### src/rtl/seq_alu_pkg.sv
// Purpose : shared opcode constants, FSM state type and small helpers for seq_alu.
// Latency : n/a (declarations only).
// Backpressure : n/a.
// Contents: OPC_* opcode encodings, state_t (IDLE/MUL), is_adder_op().
package seq_alu_pkg;

  localparam logic [2:0] OPC_NEG   = 3'd0;  // ~A + 1
  localparam logic [2:0] OPC_INC   = 3'd1;  // A + 1
  localparam logic [2:0] OPC_ADDC  = 3'd2;  // A + B + carry-in
  localparam logic [2:0] OPC_ADDSH = 3'd3;  // A + (B >>> 1)
  localparam logic [2:0] OPC_AND   = 3'd4;  // A & B
  localparam logic [2:0] OPC_OR    = 3'd5;  // A | B
  localparam logic [2:0] OPC_PACK  = 3'd6;  // {A low half, B low half}
  localparam logic [2:0] OPC_MUL   = 3'd7;  // signed A * B, multi-cycle

  typedef enum logic {
    IDLE = 1'b0,
    MUL  = 1'b1
  } state_t;

  // Opcodes 0..3 share the single adder and produce carry/overflow from it.
  function automatic logic is_adder_op(input logic [2:0] op);
    return ~op[2];
  endfunction

endpackage

### src/rtl/seq_alu_mul.sv
// Purpose : sequential radix-2 Booth multiplier, one partial-product step per enabled cycle.
// Latency : WIDTH steps after i_start; o_prod is the product *after* the step being taken while o_done=1.
// Backpressure : the owner withholds i_step to freeze the multiplier (used to stall on the final step).
// Ports: clk, i_clr (sync clear), i_start/i_a/i_b (load operands), i_step (advance one step),
//        o_done (final step pending this cycle), o_prod (2*WIDTH-bit signed product).
module seq_alu_mul
  import seq_alu_pkg::*;
#(
  parameter int WIDTH = 16
) (
  input  logic                 clk,
  input  logic                 i_clr,
  input  logic                 i_start,
  input  logic [WIDTH-1:0]     i_a,
  input  logic [WIDTH-1:0]     i_b,
  input  logic                 i_step,
  output logic                 o_done,
  output logic [2*WIDTH-1:0]   o_prod
);

  localparam int CW = $clog2(WIDTH);

  // Accumulator is one bit wider than the operands so that subtracting the
  // most negative multiplicand cannot wrap before the arithmetic shift.
  logic signed [WIDTH:0]   r_acc;
  logic signed [WIDTH:0]   r_m;
  logic [WIDTH-1:0]        r_q;
  logic                    r_q1;
  logic [CW-1:0]           r_cnt;

  logic signed [WIDTH:0]   w_sum;
  logic [WIDTH:0]          w_acc_nxt;
  logic [WIDTH-1:0]        w_q_nxt;

  // Booth recoding on {Q[0], Q[-1]}: 01 adds M, 10 subtracts M, else no-op;
  // then {acc, Q} shifts right arithmetically by one.
  always_comb begin
    w_sum = r_acc;
    case ({r_q[0], r_q1})
      2'b01:   w_sum = r_acc + r_m;
      2'b10:   w_sum = r_acc - r_m;
      default: w_sum = r_acc;
    endcase
    w_acc_nxt = {w_sum[WIDTH], w_sum[WIDTH:1]};
    w_q_nxt   = {w_sum[0], r_q[WIDTH-1:1]};
  end

  assign o_done = (r_cnt == CW'(WIDTH - 1));
  // Lookahead product so the owner can capture the result on the final step edge.
  assign o_prod = {w_acc_nxt[WIDTH-1:0], w_q_nxt};

  always_ff @(posedge clk) begin
    if (i_clr) begin
      r_acc <= '0;
      r_m   <= '0;
      r_q   <= '0;
      r_q1  <= 1'b0;
      r_cnt <= '0;
    end else if (i_start) begin
      r_acc <= '0;
      r_m   <= {i_a[WIDTH-1], i_a};
      r_q   <= i_b;
      r_q1  <= 1'b0;
      r_cnt <= '0;
    end else if (i_step) begin
      r_acc <= w_acc_nxt;
      r_q   <= w_q_nxt;
      r_q1  <= r_q[0];
      r_cnt <= r_cnt + 1'b1;
    end
  end

endmodule

### src/rtl/seq_alu.sv
// Purpose : registered ALU (negate/inc/add-carry/add-shift/and/or/pack) plus multi-cycle signed multiply.
// Latency : ops 0-6 one cycle from accept; op 7 WIDTH cycles from accept.
// Backpressure : in_ready drops while a result is held undrained or a multiply is running.
// Ports: clk, rst (sync, active high); in_valid/in_ready with inA, inB, inC, opc;
//        out_valid/out_ready with outW, zer, neg, cout, ovf; busy while multiplying.
module seq_alu
  import seq_alu_pkg::*;
#(
  parameter int WIDTH = 16
) (
  input  logic              clk,
  input  logic              rst,
  input  logic              in_valid,
  output logic              in_ready,
  input  logic [WIDTH-1:0]  inA,
  input  logic [WIDTH-1:0]  inB,
  input  logic              inC,
  input  logic [2:0]        opc,
  output logic              out_valid,
  input  logic              out_ready,
  output logic [WIDTH-1:0]  outW,
  output logic              zer,
  output logic              neg,
  output logic              cout,
  output logic              ovf,
  output logic              busy
);

  state_t              r_state;
  state_t              w_state_nxt;

  logic                r_out_valid;
  logic [WIDTH-1:0]    r_outW;
  logic                r_zer;
  logic                r_neg;
  logic                r_cout;
  logic                r_ovf;

  logic                w_out_free;
  logic                w_accept;
  logic                w_mul_start;
  logic                w_mul_step;
  logic                w_mul_done;
  logic                w_load_alu;
  logic                w_load_mul;
  logic                w_load;
  logic [2*WIDTH-1:0]  w_prod;
  logic                w_mul_ovf;

  logic [WIDTH-1:0]    w_add_x;
  logic [WIDTH-1:0]    w_add_y;
  logic                w_add_cin;
  logic [WIDTH:0]      w_add_sum;

  logic [WIDTH-1:0]    w_alu_res;
  logic                w_alu_cout;
  logic                w_alu_ovf;

  logic [WIDTH-1:0]    w_res;
  logic                w_res_cout;
  logic                w_res_ovf;

  // Output register is free if empty or being drained this cycle.
  assign w_out_free = ~r_out_valid | out_ready;

  // ---------------- FSM ----------------
  always_ff @(posedge clk) begin
    if (rst) begin
      r_state <= IDLE;
    end else begin
      r_state <= w_state_nxt;
    end
  end

  always_comb begin
    w_state_nxt = r_state;
    in_ready    = 1'b0;
    w_accept    = 1'b0;
    w_mul_start = 1'b0;
    w_mul_step  = 1'b0;
    w_load_alu  = 1'b0;
    w_load_mul  = 1'b0;
    case (r_state)
      IDLE: begin
        in_ready = ~rst & w_out_free;
        w_accept = in_valid & in_ready;
        if (w_accept) begin
          if (opc == OPC_MUL) begin
            w_mul_start = 1'b1;
            w_state_nxt = MUL;
          end else begin
            w_load_alu = 1'b1;
          end
        end
      end
      MUL: begin
        // Intermediate steps always advance; the final step waits for a free
        // output register so an undrained result is never overwritten.
        w_mul_step = ~w_mul_done | w_out_free;
        if (w_mul_done & w_out_free) begin
          w_load_mul  = 1'b1;
          w_state_nxt = IDLE;
        end
      end
      default: w_state_nxt = IDLE;
    endcase
  end

  assign w_load = w_load_alu | w_load_mul;

  // ---------------- Multiplier ----------------
  seq_alu_mul #(
    .WIDTH (WIDTH)
  ) u_mul (
    .clk     (clk),
    .i_clr   (rst),
    .i_start (w_mul_start),
    .i_a     (inA),
    .i_b     (inB),
    .i_step  (w_mul_step),
    .o_done  (w_mul_done),
    .o_prod  (w_prod)
  );

  // The low half is a valid signed result only if the upper W+1 product bits
  // are a pure sign extension.
  assign w_mul_ovf = ~((&w_prod[2*WIDTH-1:WIDTH-1]) | ~(|w_prod[2*WIDTH-1:WIDTH-1]));

  // ---------------- Shared adder operand muxing ----------------
  always_comb begin
    w_add_x   = inA;
    w_add_y   = '0;
    w_add_cin = 1'b0;
    case (opc)
      OPC_NEG: begin
        w_add_x   = ~inA;
        w_add_cin = 1'b1;
      end
      OPC_INC: begin
        w_add_cin = 1'b1;
      end
      OPC_ADDC: begin
        w_add_y   = inB;
        w_add_cin = inC;
      end
      OPC_ADDSH: begin
        w_add_y = {inB[WIDTH-1], inB[WIDTH-1:1]};
      end
      default: begin
        w_add_x   = inA;
        w_add_y   = '0;
        w_add_cin = 1'b0;
      end
    endcase
  end

  assign w_add_sum = {1'b0, w_add_x} + {1'b0, w_add_y} + {{WIDTH{1'b0}}, w_add_cin};

  // ---------------- Single-cycle result and flags ----------------
  always_comb begin
    w_alu_res  = w_add_sum[WIDTH-1:0];
    w_alu_cout = 1'b0;
    w_alu_ovf  = 1'b0;
    if (is_adder_op(opc)) begin
      w_alu_cout = w_add_sum[WIDTH];
      w_alu_ovf  = (w_add_x[WIDTH-1] == w_add_y[WIDTH-1]) &
                   (w_add_sum[WIDTH-1] != w_add_x[WIDTH-1]);
    end else begin
      case (opc)
        OPC_AND:  w_alu_res = inA & inB;
        OPC_OR:   w_alu_res = inA | inB;
        OPC_PACK: w_alu_res = {inA[WIDTH/2-1:0], inB[WIDTH/2-1:0]};
        default:  w_alu_res = '0;
      endcase
    end
  end

  always_comb begin
    w_res      = w_alu_res;
    w_res_cout = w_alu_cout;
    w_res_ovf  = w_alu_ovf;
    if (w_load_mul) begin
      w_res      = w_prod[WIDTH-1:0];
      w_res_cout = 1'b0;
      w_res_ovf  = w_mul_ovf;
    end
  end

  // ---------------- Output registers ----------------
  // zer/neg are captured alongside outW so they track it exactly, yet read 0
  // out of reset.
  always_ff @(posedge clk) begin
    if (rst) begin
      r_out_valid <= 1'b0;
      r_outW      <= '0;
      r_zer       <= 1'b0;
      r_neg       <= 1'b0;
      r_cout      <= 1'b0;
      r_ovf       <= 1'b0;
    end else if (w_load) begin
      r_out_valid <= 1'b1;
      r_outW      <= w_res;
      r_zer       <= (w_res == '0);
      r_neg       <= w_res[WIDTH-1];
      r_cout      <= w_res_cout;
      r_ovf       <= w_res_ovf;
    end else if (out_ready) begin
      r_out_valid <= 1'b0;
    end
  end

  assign out_valid = r_out_valid;
  assign outW      = r_outW;
  assign zer       = r_zer;
  assign neg       = r_neg;
  assign cout      = r_cout;
  assign ovf       = r_ovf;
  assign busy      = (r_state == MUL);

endmodule

### config.mk
export PLATFORM = sky130hd
export DESIGN_NAME = seq_alu
export DESIGN_NICKNAME = d
export VERILOG_FILES = /design/src/rtl/seq_alu_pkg.sv /design/src/rtl/seq_alu_mul.sv /design/src/rtl/seq_alu.sv
export SDC_FILE = /design/constraint.sdc
export NUM_CORES = 1
export LEC_CHECK = 0
export CORE_AREA = 2 2 101 113
export DETAILED_ROUTE_END_ITERATION = 8
export DIE_AREA = 0 0 103 115
export PLACE_DENSITY = 0.82
export SYNTH_ARGS = -nofsm -noshare
export SYNTH_HDL_FRONTEND = slang
export SYNTH_HIERARCHICAL = 1
export SYNTH_SLANG_ARGS = --single-unit
export TNS_END_PERCENT = 100
### constraint.sdc
create_clock -name clk -period 6.9 [get_ports clk]
set_input_delay 0.69 -clock clk [delete_from_list [all_inputs] [get_ports clk]]
set_output_delay 0.69 -clock clk [all_outputs]
set_load 0.05 [all_outputs]
==> Flow_metrics.wiki, run 1 <==
{| class="wikitable"
! Metric !! Value
|-
| Max IR drop VDD || 0.115 mV
|-
| Run status || finished, final reports clean
|-
| Power dissipated by switching net loads || 446 uW
|-
| Flops & latches, synth || 74
|-
| Rel. slew slack || 0.355
|-
| Achievable Freq || 208 MHz
|-
| Area delta synth->final || 14.6%
|-
| Worst-path fanout max || 16
|-
| Share of total power in the clock network || 0.397
|-
| TritonCTS Buffers || 9
|-
| Most used cells in the layout excluding fill and tap cells || sky130_fd_sc_hd__nor2_1 (129), sky130_fd_sc_hd__dfxtp_1 (74), sky130_fd_sc_hd__a21oi_1 (70)
|-
| Critical path's most frequent cell || sky130_fd_sc_hd__fa_1
|-
| Setup Viol. Count Final || 0
|-
| Delay of the slowest cell on the worst path || 0.83 ns
|-
| Xor and xnor fraction of the mapped netlist area || 0.0735
|-
| Hold Buf Count CTS || 0
|-
| Vias per cell || 6.24
|-
| Yosys warns || 6
|-
| Arrival time of data at the critical path endpoint || 5.07 ns
|-
| Final instance area || 7240 um^2
|-
| Synth Instances || 822
|-
| Cell with the biggest individual delay on the critical path || sky130_fd_sc_hd__clkdlybuf4s50_1
|-
| DR iter-0 viols || 388
|-
| Post-CTS setup buffer count || 0
|-
| Path type of the worst min-delay path || reg2reg
|-
| Sw Share || 0.318
|-
| Post-Route Hold Slack || 0.456 ns
|-
| Antenna Diode Count || 0
|-
| Critical path launch point type || primary input
|-
| Horizontal die dimension || 103 um
|-
| Clock latency at the later pin of the worst-skew pair || 0.34 ns
|-
| Worst path top cell family by delay || simple AND/OR/NAND/NOR gates
|-
| Global-route layer with the greatest usage || met2
|-
| Final number of max-transition violations || 0
|-
| Total power density per cell area || 194 nW/um^2
|-
| Residual DRC count || 0
|-
| Post-Synth Simple-Gate Area || 0.219
|-
| Buffers on Ports || 62
|-
| Filler instances || 972
|-
| Area of the core || 10700 um^2
|-
| Synth top area cells || sky130_fd_sc_hd__dfxtp_1 (23%), sky130_fd_sc_hd__mux2i_1 (9.5%), sky130_fd_sc_hd__nor2_1 (7.7%)
|-
| Count of placed standard cells in the final layout, fillers left out || 994
|-
| Global routing usage on met2 || 0.545
|-
| Adder-cell share of the synthesized area || 0.0896
|-
| Complex-gate fraction of the synthesized area || 0.222
|-
| Buffer levels on the longest clock path || 2
|-
| Number of cells upsized or downsized after cts || 0
|-
| Sequential group share of total power || 0.318
|-
| GR Layer Usage met1 || 0.388
|-
| Type of the worst setup path || in2reg
|-
| # Max-Cap Violations || 0
|-
| Min Clock Period, post-route || 4.81 ns
|-
| Number of nets still failing antenna checks after routing || 0
|-
| Met3 routing resource usage after global routing || 0.0474
|-
| Vias in the first global route || 6136
|-
| Series of cell instances along the critical path || clkdlybuf4s50_1 -> nand2b_1 -> or2_2 -> fa_1 -> fa_1 -> nor2b_1 -> o2111ai_2 -> nand3b_1 -> a41o_1 -> xor2_1 -> a221o_1 -> a21oi_1 -> nand4_1 -> o31ai_2
|-
| Comb pwr share || 0.286
|-
| Ratio of cells with drive above 1 in the final layout || 0.0614
|-
| TritonCTS Sinks || 74
|-
| H-tree lvl count || 3
|-
| Portion of the post-synthesis area used by sequential elements || 0.235
|-
| Pin count of the biggest net entering global routing || 58
|-
| Syn_nets || 899
|-
| Final layout net count || 919
|-
| Combined buffer and inverter count along the critical path || 1
|-
| Fraction of registers with async set or reset after synthesis || 0
|-
| Mean instance size in the synthesized netlist || 7.68 um^2
|-
| Cell count after placement || 978
|-
| First drt pass iteration count || 8
|-
| Clk slew on worst S/H paths || 0.06 ns
|-
| Post-synthesis cell type with the largest combined area || sky130_fd_sc_hd__dfxtp_1
|-
| Number of flops mapped to enable cells by yosys || 0
|-
| Full die area || 11800 um^2
|-
| Final routed wirelength across all metal layers || 18.5 mm
|-
| Last weighted congestion value of the routability-driven placer || 0.997
|-
| Total routing resource utilization after global routing || 0.323
|-
| Actual slew at the worst max-slew pin || 0.965 ns
|-
| Overall power after layout || 1.40 mW
|-
| HPWL after detailed placement || 14.1 mm
|-
| Distinct cells, synth || 80
|-
| RSZ-0062 raised after global routing || false
|-
| Largest family of logic cells by synthesized area || compound AO/OA/AOI/OAI gates
|-
| Post-route setup TNS || 0 ns
|-
| Placement Setup Slack || 1.79 ns
|-
| Height of the die || 115 um
|-
| Min setup slack post-route || 2.09 ns
|-
| Area share of the largest cell type after synthesis || 0.235
|-
| Leakage component of the power || 2.83 nW
|-
| Hold Fails Final Rpt || 0
|-
| Average wire length per cell after detail routing || 18.6 um
|-
| Placed inst area || 6890 um^2
|-
| Internal power || 956 uW
|-
| Post-Route Skew || 0.00996 ns
|-
| DR vias || 6207
|-
| Netlist area before placement || 6310 um^2
|-
| Cell at the root of the clock tree || sky130_fd_sc_hd__clkbuf_16
|-
| Initial standard-cell utilization of the core || 0.589
|-
| Global-route wire length before repair || 29.8 mm
|-
| CTS tree || built
|-
| Multiplexer share of the synthesized area || 0.103
|-
| Required time at the worst-slack endpoint || 7.16 ns
|-
| Number of antenna violations at the first check in global routing || 0
|-
| Final critical-path share of the clock period || 0.697
|-
| Critical Path End Type || register
|-
| Congestion Overflow GR || 0
|-
| Most used DFF post-synth || sky130_fd_sc_hd__dfxtp_1
|-
| Boundary Pins || 63
|-
| Leading cell type in the layout, fill and taps excluded || sky130_fd_sc_hd__nor2_1
|-
| Final Core Density || 0.676
|-
| Site Rows || 40
|}
==> sequential cells by signal, summed over array words and instances (netlist names) <==
register	count
busy	1
u_mul/r_acc	16
ovf	1
u_mul/r_m	16
outW	16
cout	1
out_valid	1
u_mul/r_cnt	4
u_mul/r_q1	1
zer	1
u_mul/r_q	16
==> cells in the mapped netlist, drive strengths merged, types with 25 or more instances <==
cell and instances:
dfxtp 74, clkbuf 30, buf 30, nand2 60
mux2i 60, a21oi 70, xor2 25, nor2 130
xnor2 28, nor3 28, o21ai 35, ha 34
==> metal layers <==
metal	vias up	routed length (um)
li1	2987	-
met1	2916	7520
met5	-	0
met3	64	1060
met2	240	8920
met4	0	991
==> layout make-up <==
cell class / instances / area [um^2] / area share
timing repair buffer: 69 / 663 / 0.0916
multi-input combinational: 667 / 4480 / 0.619
inverter: 21 / 78.8 / 0.0109
clock buffer: 9 / 225 / 0.0311
sequential: 74 / 1480 / 0.205
clock inverter: 7 / 124 / 0.0171
tap: 147 / 184 / 0.0254
==> power groups by stage <==
stage | clock network [mW] | registers (mW) | logic, mW
after floorplan | 0 | 0.477 | 0.256
after global placement | 0 | 0.454 | 0.385
after detailed placement | 0 | 0.455 | 0.391
after CTS | 0.558 | 0.445 | 0.394
after global routing | 0.577 | 0.447 | 0.434
final | 0.556 | 0.445 | 0.400
==> worst min-delay path, cell delays in order, from the launching register on <==
cell	delay [ns]
sky130_fd_sc_hd__dfxtp_1	0.31
sky130_fd_sc_hd__nand2_1	0.05
sky130_fd_sc_hd__a21oi_1	0.05
==> kinds of logic after synthesis <==
logic type	count (synthesis)
muxes	64
adders and majority gates	45
xor gates and xnor gates	53
buffers and inverters	81
DFF	74
and+or+nand+nor	291
AOI/OAI and AO/OA	214
==> worst paths after layout <==
| kind | cells after the start | slack (ns) | to | from |
|---|---|---|---|---|
| worst max-delay path | 14 | 2.09 | zer | opc[1] |
| worst min-delay path | 2 | 0.46 | outW[5] | outW[5] |
| worst max register to register | 16 | 2.16 | ovf | u_mul/r_m[4] |
| worst min register to register | 2 | 0.46 | outW[5] | outW[5] |
Note: power is estimated with default switching activity, not from simulation.
==> run 2, diff against run 1 <==
--- a/config.mk
+++ b/config.mk
@@ -5,10 +5,10 @@
 export SDC_FILE = /design/constraint.sdc
 export NUM_CORES = 1
 export LEC_CHECK = 0
-export CORE_AREA = 2 2 101 113
+export CORE_AREA = 2 2 102 114
 export DETAILED_ROUTE_END_ITERATION = 8
-export DIE_AREA = 0 0 103 115
-export PLACE_DENSITY = 0.82
+export DIE_AREA = 0 0 104 116
+export PLACE_DENSITY = 0.81
 export SYNTH_ARGS = -nofsm -noshare
 export SYNTH_HDL_FRONTEND = slang
 export SYNTH_HIERARCHICAL = 1
==> constraint.sdc (replaced) <==
create_clock -name clk -period 5.04 [get_ports clk]
set_input_delay 0.504 -clock clk [delete_from_list [all_inputs] [get_ports clk]]
set_output_delay 0.504 -clock clk [all_outputs]
set_load 0.05 [all_outputs]
==> run 2 against run 1 <==
  * Count of clock-buffer cells in the layout grew 1
  * Largest cell class unchanged
  * Register-to-register slack lost 1.4 ns
  * Total power grew 33%
  * Clock skew shrank 0.00088 ns
  * Die area grew 1.8%
  * Flip-flop and latch count is the same
  * Critical path type is now reg2reg
==> Flow_metrics.wiki, run 2 (synthesis results as in run 1) <==
{| class="wikitable"
! Metric !! Value
|-
| Worst Reg-to-Reg Cells || 18 (+2)
|-
| Hold EP || outW[3]
|-
| Total power density per cell area || 258 nW/um^2 (+33%)
|-
| Clk slew on worst S/H paths || 0.06 ns (about the same)
|-
| HPWL after detailed placement || 13.8 mm (-1.9%)
|-
| Hold Fails Final Rpt || 0 (unchanged)
|-
| Full die area || 12100 um^2 (+1.8%)
|-
| Post-Route Skew || 0.00908 ns (-0.000881 ns)
|-
| Max IR drop VDD || 0.134 mV (+17%)
|-
| Hold Buf Count CTS || 0 (unchanged)
|-
| Final routed wirelength across all metal layers || 18.4 mm (-0.32%)
|-
| Required time at the worst-slack endpoint || 5.24 ns (-1.92 ns)
|-
| Area of the core || 10800 um^2 (+0.93%)
|-
| Site Rows || 40 (unchanged)
|-
| Post-Route Hold Slack || 0.457 ns (+0.000800 ns)
|-
| Reg-to-reg setup timing slack || 0.75 ns (-1.41 ns)
|-
| CTS tree || built
|-
| Antenna Diode Count || 0 (unchanged)
|-
| # Max-Cap Violations || 0 (unchanged)
|-
| Number of nets still failing antenna checks after routing || 0 (unchanged)
|-
| Overall power after layout || 1.87 mW (+33%)
|-
| Cell depth of the worst hold path || 2 (unchanged)
|-
| Series of cell instances along the critical path || inv_1 -> ha_1 -> or3b_4 -> nor3_1 -> nor2_1 -> xnor2_1 -> ha_1 -> a21o_1 -> a211oi_1 -> nand4b_1 -> nand2_1 -> mux2i_1 -> a2111oi_2 -> nand4_1 -> nor4_1 -> a41oi_1 -> o41ai_1 -> a311oi_1
|-
| H-tree lvl count || 3 (unchanged)
|-
| Leading cell type in the layout, fill and taps excluded || sky130_fd_sc_hd__nor2_1
|-
| Filler instances || 958 (-1.4%)
|-
| First drt pass iteration count || 5 (-3)
|-
| Actual slew at the worst max-slew pin || 0.914 ns (-0.0503 ns)
|-
| Critical path's most frequent cell || sky130_fd_sc_hd__ha_1
|-
| Final layout net count || 922 (+0.33%)
|-
| Critical path launch point type || register
|-
| Number of cells upsized or downsized after cts || 0 (unchanged)
|-
| Total routing resource utilization after global routing || 0.308 (-0.0145)
|-
| Worst path top cell family by delay || compound AO/OA/AOI/OAI gates
|-
| Post-route setup TNS || 0 ns (unchanged)
|-
| Delay of the slowest cell on the worst path || 0.48 ns (-0.35 ns)
|-
| Worst Hold Launch || outW[3]
|-
| DR iter-0 viols || 428 (+10%)
|-
| Global-route wire length before repair || 30.0 mm (+0.65%)
|-
| Cell count after placement || 981 (+0.31%)
|-
| Rel. slew slack || 0.390 (+0.0353)
|-
| Most used cells in the layout excluding fill and tap cells || sky130_fd_sc_hd__nor2_1 (129), sky130_fd_sc_hd__dfxtp_1 (74), sky130_fd_sc_hd__a21oi_1 (70)
|-
| Count of placed standard cells in the final layout, fillers left out || 997 (+0.30%)
|-
| Final number of max-transition violations || 0 (unchanged)
|-
| Cell with the biggest individual delay on the critical path || sky130_fd_sc_hd__a2111oi_2
|-
| Area delta synth->final || 14.6% (about the same)
|-
| Combined buffer and inverter count along the critical path || 1 (unchanged)
|-
| Achievable Freq || 233 MHz
|-
| Boundary Pins || 63 (unchanged)
|-
| TritonCTS Sinks || 74 (unchanged)
|-
| Path type of the worst min-delay path || reg2reg
|-
| Horizontal die dimension || 104 um (+0.97%)
|-
| Buffers on Ports || 62 (unchanged)
|-
| RSZ-0062 raised after global routing || false
|-
| DR vias || 6234 (+0.43%)
|-
| Buffer levels on the longest clock path || 2 (unchanged)
|-
| Cell at the root of the clock tree || sky130_fd_sc_hd__clkbuf_16
|-
| Number of antenna violations at the first check in global routing || 0 (unchanged)
|-
| Worst-path fanout max || 6 (-10)
|-
| Launching point of the worst reg2reg path || u_mul/r_m[0]
|-
| Run status || finished, final reports clean
|-
| Average wire length per cell after detail routing || 18.5 um (-0.62%)
|-
| Initial standard-cell utilization of the core || 0.584 (-0.00546)
|-
| RR Endpoint || ovf
|-
| Residual DRC count || 0 (unchanged)
|-
| Height of the die || 116 um (+0.87%)
|-
| Post-CTS setup buffer count || 0 (unchanged)
|-
| Arrival time of data at the critical path endpoint || 4.48 ns (-0.59 ns)
|-
| Min Clock Period, post-route || 4.29 ns
|-
| TritonCTS Buffers || 9 (unchanged)
|-
| Final critical-path share of the clock period || 0.850
|-
| Last weighted congestion value of the routability-driven placer || 1.00 (+0.61%)
|-
| Placement Setup Slack || 0.766 ns (-1.02 ns)
|-
| Clock latency at the later pin of the worst-skew pair || 0.33 ns (about the same)
|-
| Type of the worst setup path || reg2reg
|-
| Vias per cell || 6.25 (+0.13%)
|-
| Critical Path End Type || register
|-
| Setup Viol. Count Final || 0 (unchanged)
|-
| Min setup slack post-route || 0.754 ns (-1.34 ns)
|-
| Pin count of the biggest net entering global routing || 57 (-1.7%)
|-
| Ratio of cells with drive above 1 in the final layout || 0.0647 (+0.00331)
|-
| Congestion Overflow GR || 0 (unchanged)
|-
| Vias in the first global route || 5899 (-3.9%)
|-
| Leakage component of the power || 2.83 nW (about the same)
|}
==> run 2: worst max path at each step <==
stage	startpoint	to	slack, ns	cells after the start
global route	u_mul/r_m[1]	ovf	0.40	18
global placement	opc[2]	zer	0.82	14
detailed placement	opc[2]	zer	0.77	14
finish	u_mul/r_m[0]	ovf	0.75	18
floorplan	opc[0]	zer	0.75	16
CTS	u_mul/r_m[0]	ovf	0.82	18
==> run 2: area by class of cell <==
class	instances	area, um^2	share of cell area
clock buffer	10	239	0.0330
multi-input combinational	667	4480	0.619
timing repair buffer	72	686	0.0947
clock inverter	6	88.8	0.0123
tap	147	184	0.0254
sequential	74	1480	0.205
inverter	21	78.8	0.0109
==> run 2: where the power goes <==
part,total [mW],internal (mW),switching [mW]
Clock,0.705,0.448,0.258
Sequential,0.610,0.600,0.0105
Combinational,0.553,0.222,0.331
==> run 2: worst min-delay path, cell delays in order (launching register included) <==
cell	delay, ns
sky130_fd_sc_hd__dfxtp_1	0.31
sky130_fd_sc_hd__nand2_1	0.05
sky130_fd_sc_hd__a21oi_1	0.05
==> run 2: per-layer routing <==
layer  track usage  routed length [um]
met1         0.376                7670
met2         0.537                8780
met3        0.0456                1080
met4         0.151                 893
met5             0                   0
==> run 2: through the flow <==
stage           util  instance area, um^2
2_1_floorplan      -                 6310
3_3_place_gp   0.639                 6910
3_5_place_dp   0.639                 6910
4_1_cts        0.669                 7240
5_1_grt        0.669                 7240
6_report       0.669                 7240
